### src/rtl/ecc16_pkg.sv
// Shared types and helpers for the ECC-16 scrubber slice: FSM states, error codes, code geometry.
// Latency: n/a (declarations and pure combinational functions only).
// Backpressure: n/a.
package ecc16_pkg;

    localparam int DATA_W = 16;
    localparam int PAR_W  = 6;

    // Decoder classification of one stored word.
    localparam logic [1:0] ECC_OK  = 2'd0;
    localparam logic [1:0] ECC_SBE = 2'd1;
    localparam logic [1:0] ECC_DBE = 2'd2;
    localparam logic [1:0] ECC_BAD = 2'd3;

    typedef enum logic [2:0] {
        S_IDLE,
        S_READ,
        S_CAPT,
        S_CHECK,
        S_WRITE,
        S_DONE
    } state_t;

    // Position of data bit j inside the Hamming codeword; powers of two are the check bits.
    function automatic logic [4:0] ecc16_pos(input int j);
        logic [4:0] p;
        case (j)
            0:       p = 5'd3;
            1:       p = 5'd5;
            2:       p = 5'd6;
            3:       p = 5'd7;
            4:       p = 5'd9;
            5:       p = 5'd10;
            6:       p = 5'd11;
            7:       p = 5'd12;
            8:       p = 5'd13;
            9:       p = 5'd14;
            10:      p = 5'd15;
            11:      p = 5'd17;
            12:      p = 5'd18;
            13:      p = 5'd19;
            14:      p = 5'd20;
            15:      p = 5'd21;
            default: p = 5'd0;
        endcase
        return p;
    endfunction

    // Five Hamming check bits: XOR of the codeword positions of every set data bit.
    function automatic logic [4:0] ecc16_ham(input logic [DATA_W-1:0] d);
        logic [4:0] h;
        h = '0;
        for (int j = 0; j < DATA_W; j++) begin
            if (d[j]) h = h ^ ecc16_pos(j);
        end
        return h;
    endfunction

endpackage

### src/rtl/ecc16_scrubber_if.sv
// RAM-side port bundle of the scrubber: address, read/write strobes, data and check bits, host arbitration.
// Latency: n/a (wires only); read data is expected one cycle after mem_rd.
// Backpressure: host_busy from the RAM side stalls any scrubber strobe for that cycle.
interface ecc16_scrubber_if #(
    parameter int ADDR_W = 7
);
    import ecc16_pkg::*;

    logic                host_busy;
    logic [ADDR_W-1:0]   mem_addr;
    logic                mem_rd;
    logic [DATA_W-1:0]   mem_rdata;
    logic [PAR_W-1:0]    mem_rpar;
    logic                mem_wr;
    logic [DATA_W-1:0]   mem_wdata;
    logic [PAR_W-1:0]    mem_wpar;

    modport master (
        input  host_busy, mem_rdata, mem_rpar,
        output mem_addr, mem_rd, mem_wr, mem_wdata, mem_wpar
    );

    modport slave (
        output host_busy, mem_rdata, mem_rpar,
        input  mem_addr, mem_rd, mem_wr, mem_wdata, mem_wpar
    );

endinterface

### src/rtl/ecc16_decoder.sv
// SEC-DED checker/corrector for a 16-bit word with its 6 check bits; reports clean/single/double/invalid.
// Latency: combinational.
// Backpressure: none.
module ecc16_decoder
    import ecc16_pkg::*;
(
    input  logic [DATA_W-1:0] data_in,
    input  logic [PAR_W-1:0]  par_in,
    input  logic              ecc_en,
    output logic [DATA_W-1:0] data_out,
    output logic [1:0]        err_code
);

    logic [4:0] ham;
    logic [5:0] syn;

    // Syndrome = {overall parity mismatch, Hamming position}; flip the addressed data bit on a single error.
    always_comb begin
        ham      = ecc16_ham(data_in);
        syn      = {(^data_in) ^ (^par_in), par_in[4:0] ^ ham};
        data_out = data_in;
        err_code = ECC_OK;
        if (ecc_en && (syn != '0)) begin
            if (!syn[5]) begin
                err_code = ECC_DBE;
            end else if (syn[4:0] > 5'd21) begin
                err_code = ECC_BAD;
            end else begin
                // Position 0 or a power of two means a check bit flipped; data passes unchanged.
                err_code = ECC_SBE;
                for (int j = 0; j < DATA_W; j++) begin
                    if (syn[4:0] == ecc16_pos(j)) data_out[j] = ~data_in[j];
                end
            end
        end
    end

endmodule

### src/rtl/ecc16_encoder.sv
// SEC-DED check-bit generator for a 16-bit word: five Hamming bits plus an overall parity bit.
// Latency: combinational.
// Backpressure: none.
module ecc16_encoder
    import ecc16_pkg::*;
(
    input  logic [DATA_W-1:0] data_in,
    output logic [PAR_W-1:0]  par_out
);

    logic [4:0] ham;

    assign ham     = ecc16_ham(data_in);
    // Top bit makes the whole 22-bit codeword even parity.
    assign par_out = {(^data_in) ^ (^ham), ham};

endmodule

### src/rtl/ecc16_scrubber.sv
// Background ECC scrubber: walks every RAM word, classifies it, optionally writes back single-bit fixes.
// Latency: 3 cycles per word (READ, CAPT, CHECK), 4 when a correction is written; +1 per host_busy stall.
// Backpressure: host_busy holds READ/WRITE with strobes low; start is ignored while a pass runs.
module ecc16_scrubber
    import ecc16_pkg::*;
#(
    parameter int ADDR_W = 7,
    parameter int CNT_W  = 8
) (
    input  logic                clk,
    input  logic                rst,
    input  logic                start,
    input  logic                ecc_en,
    ecc16_scrubber_if.master    mem,
    output logic                busy,
    output logic                done,
    output logic [CNT_W-1:0]    sbe_cnt,
    output logic [CNT_W-1:0]    dbe_cnt,
    output logic                bad_valid,
    output logic [ADDR_W-1:0]   first_bad_addr
);

    localparam logic [ADDR_W-1:0] LAST_ADDR = '1;
    localparam logic [CNT_W-1:0]  CNT_MAX   = '1;

    state_t              state;
    logic [ADDR_W-1:0]   addr;
    logic                en_q;
    logic [DATA_W-1:0]   d_q;
    logic [PAR_W-1:0]    p_q;
    logic [DATA_W-1:0]   wd_q;
    logic [DATA_W-1:0]   dec_data;
    logic [1:0]          dec_err;
    logic [PAR_W-1:0]    enc_par;

    // The check always runs with correction on; en_q only decides whether the fix is written back.
    ecc16_decoder u_dec (
        .data_in  (d_q),
        .par_in   (p_q),
        .ecc_en   (1'b1),
        .data_out (dec_data),
        .err_code (dec_err)
    );

    ecc16_encoder u_enc (
        .data_in (wd_q),
        .par_out (enc_par)
    );

    // Strobes decode from state so reset or host_busy drops them within the same cycle.
    assign mem.mem_addr  = addr;
    assign mem.mem_rd    = (state == S_READ)  && !mem.host_busy;
    assign mem.mem_wr    = (state == S_WRITE) && !mem.host_busy;
    assign mem.mem_wdata = wd_q;
    assign mem.mem_wpar  = enc_par;

    // Pass sequencer: one word per READ/CAPT/CHECK[/WRITE] loop, statistics updated in CHECK.
    always_ff @(posedge clk or posedge rst) begin
        if (rst) begin
            state          <= S_IDLE;
            addr           <= '0;
            en_q           <= 1'b0;
            d_q            <= '0;
            p_q            <= '0;
            wd_q           <= '0;
            busy           <= 1'b0;
            done           <= 1'b0;
            sbe_cnt        <= '0;
            dbe_cnt        <= '0;
            bad_valid      <= 1'b0;
            first_bad_addr <= '0;
        end else begin
            case (state)
                S_IDLE: begin
                    if (start) begin
                        addr           <= '0;
                        sbe_cnt        <= '0;
                        dbe_cnt        <= '0;
                        bad_valid      <= 1'b0;
                        first_bad_addr <= '0;
                        en_q           <= ecc_en;
                        busy           <= 1'b1;
                        state          <= S_READ;
                    end
                end
                S_READ: begin
                    if (!mem.host_busy) state <= S_CAPT;
                end
                S_CAPT: begin
                    d_q   <= mem.mem_rdata;
                    p_q   <= mem.mem_rpar;
                    state <= S_CHECK;
                end
                S_CHECK: begin
                    if ((dec_err != ECC_OK) && !bad_valid) begin
                        bad_valid      <= 1'b1;
                        first_bad_addr <= addr;
                    end
                    if (dec_err == ECC_SBE) begin
                        if (sbe_cnt != CNT_MAX) sbe_cnt <= sbe_cnt + 1'b1;
                    end else if (dec_err != ECC_OK) begin
                        if (dbe_cnt != CNT_MAX) dbe_cnt <= dbe_cnt + 1'b1;
                    end
                    if ((dec_err == ECC_SBE) && en_q) begin
                        // Also taken for check-bit-only errors so the stored parity gets refreshed.
                        wd_q  <= dec_data;
                        state <= S_WRITE;
                    end else if (addr == LAST_ADDR) begin
                        busy  <= 1'b0;
                        done  <= 1'b1;
                        state <= S_DONE;
                    end else begin
                        addr  <= addr + 1'b1;
                        state <= S_READ;
                    end
                end
                S_WRITE: begin
                    if (!mem.host_busy) begin
                        if (addr == LAST_ADDR) begin
                            busy  <= 1'b0;
                            done  <= 1'b1;
                            state <= S_DONE;
                        end else begin
                            addr  <= addr + 1'b1;
                            state <= S_READ;
                        end
                    end
                end
                S_DONE: begin
                    done  <= 1'b0;
                    state <= S_IDLE;
                end
                default: state <= S_IDLE;
            endcase
        end
    end

endmodule
### src/flat_wrapper.sv
// flat-port wrapper written by rule: the top's interface ports become plain ports
module ecc16_scrubber_flat import ecc16_pkg::*;
#(
    parameter int ADDR_W = 7,
    parameter int CNT_W  = 8
)
  (clk, rst, start, ecc_en, busy, done, sbe_cnt, dbe_cnt, bad_valid, first_bad_addr, mem_host_busy, mem_mem_rdata, mem_mem_rpar, mem_mem_addr, mem_mem_rd, mem_mem_wr, mem_mem_wdata, mem_mem_wpar);
  ecc16_scrubber_if #(.ADDR_W(ADDR_W)) mem_i ();
  input  logic clk;
  input  logic rst;
  input  logic start;
  input  logic ecc_en;
  output logic busy;
  output logic done;
  output logic [CNT_W-1:0] sbe_cnt;
  output logic [CNT_W-1:0] dbe_cnt;
  output logic bad_valid;
  output logic [ADDR_W-1:0] first_bad_addr;
  input wire logic [$bits(mem_i.host_busy)-1:0] mem_host_busy;
  input wire logic [$bits(mem_i.mem_rdata)-1:0] mem_mem_rdata;
  input wire logic [$bits(mem_i.mem_rpar)-1:0] mem_mem_rpar;
  output wire logic [$bits(mem_i.mem_addr)-1:0] mem_mem_addr;
  output wire logic [$bits(mem_i.mem_rd)-1:0] mem_mem_rd;
  output wire logic [$bits(mem_i.mem_wr)-1:0] mem_mem_wr;
  output wire logic [$bits(mem_i.mem_wdata)-1:0] mem_mem_wdata;
  output wire logic [$bits(mem_i.mem_wpar)-1:0] mem_mem_wpar;
  assign mem_i.host_busy = mem_host_busy;
  assign mem_i.mem_rdata = mem_mem_rdata;
  assign mem_i.mem_rpar = mem_mem_rpar;
  assign mem_mem_addr = mem_i.mem_addr;
  assign mem_mem_rd = mem_i.mem_rd;
  assign mem_mem_wr = mem_i.mem_wr;
  assign mem_mem_wdata = mem_i.mem_wdata;
  assign mem_mem_wpar = mem_i.mem_wpar;
  ecc16_scrubber #(.ADDR_W(ADDR_W), .CNT_W(CNT_W)) u_core (.clk(clk), .rst(rst), .start(start), .ecc_en(ecc_en), .mem(mem_i), .busy(busy), .done(done), .sbe_cnt(sbe_cnt), .dbe_cnt(dbe_cnt), .bad_valid(bad_valid), .first_bad_addr(first_bad_addr));
endmodule
### config.mk
export PLATFORM = sky130hd
export DESIGN_NAME = ecc16_scrubber_flat
export DESIGN_NICKNAME = d
export VERILOG_FILES = /design/src/rtl/ecc16_pkg.sv /design/src/rtl/ecc16_scrubber_if.sv /design/src/rtl/ecc16_decoder.sv /design/src/rtl/ecc16_encoder.sv /design/src/rtl/ecc16_scrubber.sv /design/src/flat_wrapper.sv
export SDC_FILE = /design/constraint.sdc
export NUM_CORES = 1
export LEC_CHECK = 0
export CAP_MARGIN = 20
export CORE_ASPECT_RATIO = 2
export CORE_MARGIN = 4
export CORE_UTILIZATION = 53
export DETAILED_ROUTE_END_ITERATION = 10
export GPL_ROUTABILITY_DRIVEN = 0
export HOLD_SLACK_MARGIN = 0.05
export PLACE_DENSITY_LB_ADDON = 0.1
export SYNTH_ARGS = -nofsm -noshare
export SYNTH_HDL_FRONTEND = slang
export SYNTH_SLANG_ARGS = --single-unit
### constraint.sdc
create_clock -name clk -period 3.2 [get_ports clk]
set_input_delay 0.96 -clock clk [delete_from_list [all_inputs] [get_ports clk]]
set_output_delay 0.96 -clock clk [all_outputs]
set_load 0.005 [all_outputs]
== Word level (Yosys, flattened, before mapping) ==
Cells that the tools add are included.
Word-level totals
  bits in registers: 75
  latch bits: 0
  memory bits (writable): 0
  ROM bits: 0
  input port bits: 27
  output and inout port bits: 57
  word-level logic and storage cells: 289
  memories: 0
Operators by class
  $add $sub $neg: 3
  $mul: 0
  divide/modulo/power cells: 0
  $lt $le $gt $ge: 1
  eq/ne operators: 35
  shift-type cells: 0
  muxes and demuxes: 165
  bitwise logic cells: 49
  reductions and logical operators: 24
Operators by type and width (number)
  5-bit 2-to-1 mux: 108
  5-bit XOR: 31
  5-bit equality test: 16
  16-bit 2-to-1 mux: 3
  8-bit 2-to-1 mux: 6
  7-bit 2-to-1 mux: 5
  8-bit case mux with 2 select lines: 2
  16-bit parity: 2
  1-bit 2-to-1 mux: 25
  7-bit case mux with 3 select lines: 1
  8-bit by 1-bit adder with 8-bit output (second input constant): 2
  8-bit inequality test (second input constant): 2
  1-bit NOT: 16
  3-bit 2-to-1 mux: 5
  3-bit case mux with 5 select lines: 1
  7-bit case mux with 2 select lines: 1
  2-bit 2-to-1 mux: 5
  2-bit by 1-bit inequality test with 1-bit output (second input constant): 5
  2-bit inequality test (second input constant): 5
  3-bit AND reduction: 3
  4-bit AND reduction: 2
  7-bit by 1-bit adder with 7-bit output (second input constant): 1
  7-bit equality test (second input constant): 1
  3-bit by 2-bit equality test with 1-bit output (second input constant): 2
  other kinds (17): 27

== Logic depth before layout (Yosys ltp) ==
  depth in word-level cells: 41
  gate-level depth with buffers: 10
  depth with buffers taken out: 7

== Hierarchy ==
Synthesis repeated with hierarchy kept, for this count alone.
Second synthesis, totals
  cell total of the unflattened synthesis: 422
  area, all modules: 4570.6 µm²
By module, submodules not included
  ecc16_scrubber: instances 1, cells an instance 305, area each 3447.1 µm²
  ecc16_decoder: instances 1, cells an instance 90, area each 843.3 µm²
  ecc16_encoder: instances 1, cells an instance 27, area each 280.3 µm²

== Worst setup path before layout ==
Ideal clock, no wire load.
  path kind: flip-flop to flip-flop
  start point: register u_core.d_q[2]
  end point: register u_core.dbe_cnt[3]
  library setup time: 0.078 ns
  arrival time: 2.756 ns
  slack: 0.366 ns
  cell stages (with the launch flop): 10
  buffers on the path: 2
  clock period less this slack: 2.834 ns
  cell sequence: dfrtp_1 -> xor3_2 -> xnor2_1 -> xnor3_1 -> xnor2_1 -> buf_2 -> and4bb_1 -> buf_2 -> or4_1 -> a21oi_1
Between the ends
  word-level cells in the longest chain between the ends: 35
Ends and longest elaborated chain
  start: declaration: RTL line ecc16_scrubber.sv:29  | logic [DATA_W-1:0] d_q;
  start signal: assignment: RTL line ecc16_scrubber.sv:90  | d_q <= mem.mem_rdata;
  5-bit 2-to-1 mux: RTL line ecc16_pkg.sv:54  | if (d[j]) h = h ^ ecc16_pos(j);
  5-bit XOR: RTL line ecc16_pkg.sv:54
  5-bit 2-to-1 mux: RTL line ecc16_pkg.sv:54
  5-bit XOR: RTL line ecc16_pkg.sv:54
  5-bit 2-to-1 mux: RTL line ecc16_pkg.sv:54
  5-bit XOR: RTL line ecc16_pkg.sv:54
  5-bit 2-to-1 mux: RTL line ecc16_pkg.sv:54
  5-bit XOR: RTL line ecc16_pkg.sv:54
  [19 not listed]
  5-bit XOR: RTL line ecc16_decoder.sv:20  | syn = {(^data_in) ^ (^par_in), par_in[4:0] ^ ham};
  5-bit > comparator: RTL line ecc16_decoder.sv:26  | end else if (syn[4:0] > 5'd21) begin
  2-bit 2-to-1 mux: RTL line ecc16_decoder.sv:26
  2-bit 2-to-1 mux: RTL line ecc16_decoder.sv:24  | if (!syn[5]) begin
  2-bit 2-to-1 mux (*): RTL line ecc16_decoder.sv:23  | if (ecc_en && (syn != '0)) begin
  2-bit by 1-bit equality test with 1-bit output / 2-bit nonzero test (equally long branches): RTL line ecc16_scrubber.sv:99, ecc16_scrubber.sv:101
  2-bit inequality test (no line) / 2-bit by 1-bit inequality test with 1-bit output (equally long branches)
  5-bit AND reduction (no line) (*)
  end signal: assignment: RTL line ecc16_scrubber.sv:102  | if (dbe_cnt != CNT_MAX) dbe_cnt <= dbe_cnt + 1'b1;
  end: declaration: RTL line ecc16_scrubber.sv:18  | output logic [CNT_W-1:0] dbe_cnt,
Every way passes the cells marked *; elsewhere a longest branch is shown, timed or not.
A chain may end at the register's enable or synchronous reset.

== Final worst setup path ==
  start point: input mem_host_busy
  end point: output mem_mem_wr
Between the ends
  word-level cells in the longest chain between the ends: 2
Ends and longest elaborated chain
  start: declaration: RTL line flat_wrapper.sv:19  | input wire logic [$bits(mem_i.host_busy)-1:0] mem_host_busy;
  1-bit zero test: RTL line ecc16_scrubber.sv:53  | assign mem.mem_wr = (state == S_WRITE) && !mem.host_busy;
  1-bit logical AND: RTL line ecc16_scrubber.sv:53
  end: declaration: RTL line flat_wrapper.sv:24  | output wire logic [$bits(mem_i.mem_wr)-1:0] mem_mem_wr;
No other way between the ends.

==> impl_metrics.py <==
metrics = {
    "yosys": {
        "ys_seq_area_share_pct": 42.3,
        "ys_seq_elements": 75,
        "synth_ff_type": "dfrtp_1",
        "ys_async_sr_fraction_pct": 100,
        "synthCells": 434,
        "synth_edf_count": 0,
        "syn_nets": 464,
        "syn_area_per_cell_um2": 10.2,
        "yosys_warnings": 0,
        "synth_area_um2": 4430,
        "synth.distinct_cells": 46,
    },
    "final_layout": {
        "final_common_cell": "clkdlybuf4s50_1",
        "nets": 561,
        "fillers": 678,
        "finish.utilization_pct": 70.7,
        "n_antenna_cell": 0,
        "drive_above_1_share_pct": 15.1,
        "syn2layout_area_growth_pct": 31.3,
        "final_cell_mix": "80 x clkdlybuf4s50_1, 72 x dfrtp_1, 38 x xnor2_1",
    },
    "critical_path": {
        "crit_path_start_kind": "input pin",
        "crit_required_ns": 2.24,
        "crit_fanout": 3,
        "cp_slowest_cell": "clkdlybuf4s50_1",
        "path_cells": "clkdlybuf4s50_1, buf_4, nor2_1, clkdlybuf4s50_1",
        "r2r_slack_ns": 0.15,
        "slowest_delay_ns": 0.52,
        "path_class": "input pin to primary output",
        "cp.arrival_ns": 2.20,
        "worst_path_most_repeated_cell": "clkdlybuf4s50_1",
        "endpoint_kind": "primary output",
    },
    "grt": {
        "antenna_found_initial": 0,
        "grtUsageTotal_pct": 22.8,
        "grt_max_degree": 76,
        "grt_pass1_wl_um": 17300,
        "grt_pass1_vias": 3798,
        "grt_overflow": 0,
    },
    "detailed_routing": {
        "viasPerCell": 5.85,
        "wl_per_cell_um": 17.4,
        "wl_um": 11000,
        "drt-initial-drc-count": 266,
        "ant_nets": 0,
        "drt_first_pass_iters": 5,
        "drc": 0,
        "vias": 3701,
    },
    "sta": {
        "final-hold-violation-count": 0,
        "tightestPinTransition_ns": 0.880,
        "layout_worst_path_cycle_share_pct": 98.7,
        "fin_crit_ns": 3.16,
        "finalSetupViolations": 0,
        "slew_violations": 0,
        "fmax_ghz": 0.317,
        "whs_ns": 0.517,
        "layout_setup_ws_ns": 0.0418,
        "fin_worst_skew_ns": 0.00496,
        "relSlewSlack_pct": 40.9,
        "rsz0062_at_grt": "yes",
    },
    "floorplan": {
        "io_pins": 84,
        "fp.coreArea_um2": 8230,
        "die-area_um2": 9980,
        "row_count": 47,
        "die_h_um": 137,
        "start_util_pct": 53.8,
        "die_w_um": 72.7,
    },
    "place": {
        "dp_hpwl_um": 8190,
        "io_buffers": 83,
        "dpl_worst_slack_ns": 0.0348,
    },
    "run_status": {
        "outcome": "complete, no violations",
    },
    "cts": {
        "clkLatencyLatePin_ns": 0.33,
        "h-tree-depth": 3,
        "cts_tree": "yes",
        "clk_pin_slew_ns": 0.06,
        "cts.sinks": 75,
        "cts.path.max_buffers": 2,
        "cts_buffers": 9,
        "cts-root-buf": "clkbuf_16",
        "postCtsHoldBufs": 0,
    },
    "min_path": {
        "hold_path.class": "register to register",
    },
    "flow_run": {
        "drv_cap": 0,
    },
}
-- flip-flops by register name, summed over array words and instances (netlist names), 3 cells and up --
signal and count:
u_core.d_q 16, u_core.p_q 6, u_core.mem.mem_addr 7, u_core.sbe_cnt 8, u_core.state 3, u_core.first_bad_addr 7
u_core.dbe_cnt 8, u_core.mem.mem_wdata 16
-- cells in the mapped netlist (3+ instances only) --
cell	instances	area (um^2)
xnor2_1	42	368
clkbuf_1	16	60.1
xnor3_1	5	113
nand3_1	11	55.1
nor2_1	23	86.3
buf_2	3	15.0
a31oi_1	3	18.8
nand2_1	37	139
and3_1	9	56.3
a21oi_1	33	165
ha_1	3	37.5
o31ai_1	12	90.1
xor2_1	26	228
inv_1	12	45.0
nor3_1	6	30.0
nand4_1	19	119
nand2b_1	6	37.5
or4_1	12	90.1
o21ai_0	10	50.1
mux2_2	23	259
dfrtp_1	75	1880
or2_2	4	25.0
mux2i_1	17	170
-- final timing paths --
| check | from | end | depth (start not counted) |
|---|---|---|---|
| worst max-delay path | mem_host_busy | mem_mem_wr | 4 |
| worst min-delay path | u_core.bad_valid | u_core.bad_valid | 2 |
| worst max register to register | u_core.d_q[6] | u_core.mem.mem_addr[3] | 7 |
| worst min register to register | u_core.bad_valid | u_core.bad_valid | 2 |
| max in group asynchronous | rst | u_core.mem.mem_wdata[0] | 3 |
| min in group asynchronous | rst | u_core.d_q[3] | 3 |
-- metal layers --
layer / share of wire [%] / routed length [um] / global-route usage, % / vias to the layer above
li1: - / - / - / 1741
met1: 33 / 3660 / 21.2 / 1810
met2: 59 / 6480 / 44.3 / 115
met3: 3.9 / 426 / 3.87 / 35
met4: 4.1 / 454 / 13.0 / 0
met5: 0 / 0 / 0 / -
-- cell families after synthesis --
group | share of synthesized area, %
multiplexers | 9.68
adder cells (fa/ha/maj) | 0.847
AND/OR/NAND/NOR | 16.0
flip-flops | 42.3
buffers and inverters | 3.05
AO/OA/AOI/OAI | 9.57
XOR/XNOR | 18.5
-- layout make-up --
cell class	count	area (um^2)	share of cell area, %
Multi-Input combinational cell	326	2480	42.6
Sequential cell	75	1880	32.3
Timing Repair Buffer	107	1030	17.7
Clock buffer	13	250	4.30
Tap cell	98	123	2.11
Inverter	12	45.0	0.774
Clock inverter	2	12.5	0.215
-- through the flow --
step	instances	instance area (um^2)	TNS (ns)
2_1_floorplan	434	4430	0
3_3_place_gp	613	5460	0
3_5_place_dp	613	5460	0
4_1_cts	632	5780	0
5_1_grt	633	5820	-0.0885
6_report	633	5820	0
-- what timing repair did --
item | in CTS | in global routing
pin swaps | 7 | 3
buffers inserted | 4 | 1
resized for setup | 8 | 5
setup endpoints to repair | 1 | 2
-- critical path: cells and delay by family --
kind | cells | cell delay [ns]
buffers and inverters | 3 | 1.08
AND/OR/NAND/NOR | 1 | 0.15
Power is not shown: default switching activity piles up to over one toggle a cycle in this logic, so the estimate is an artifact.
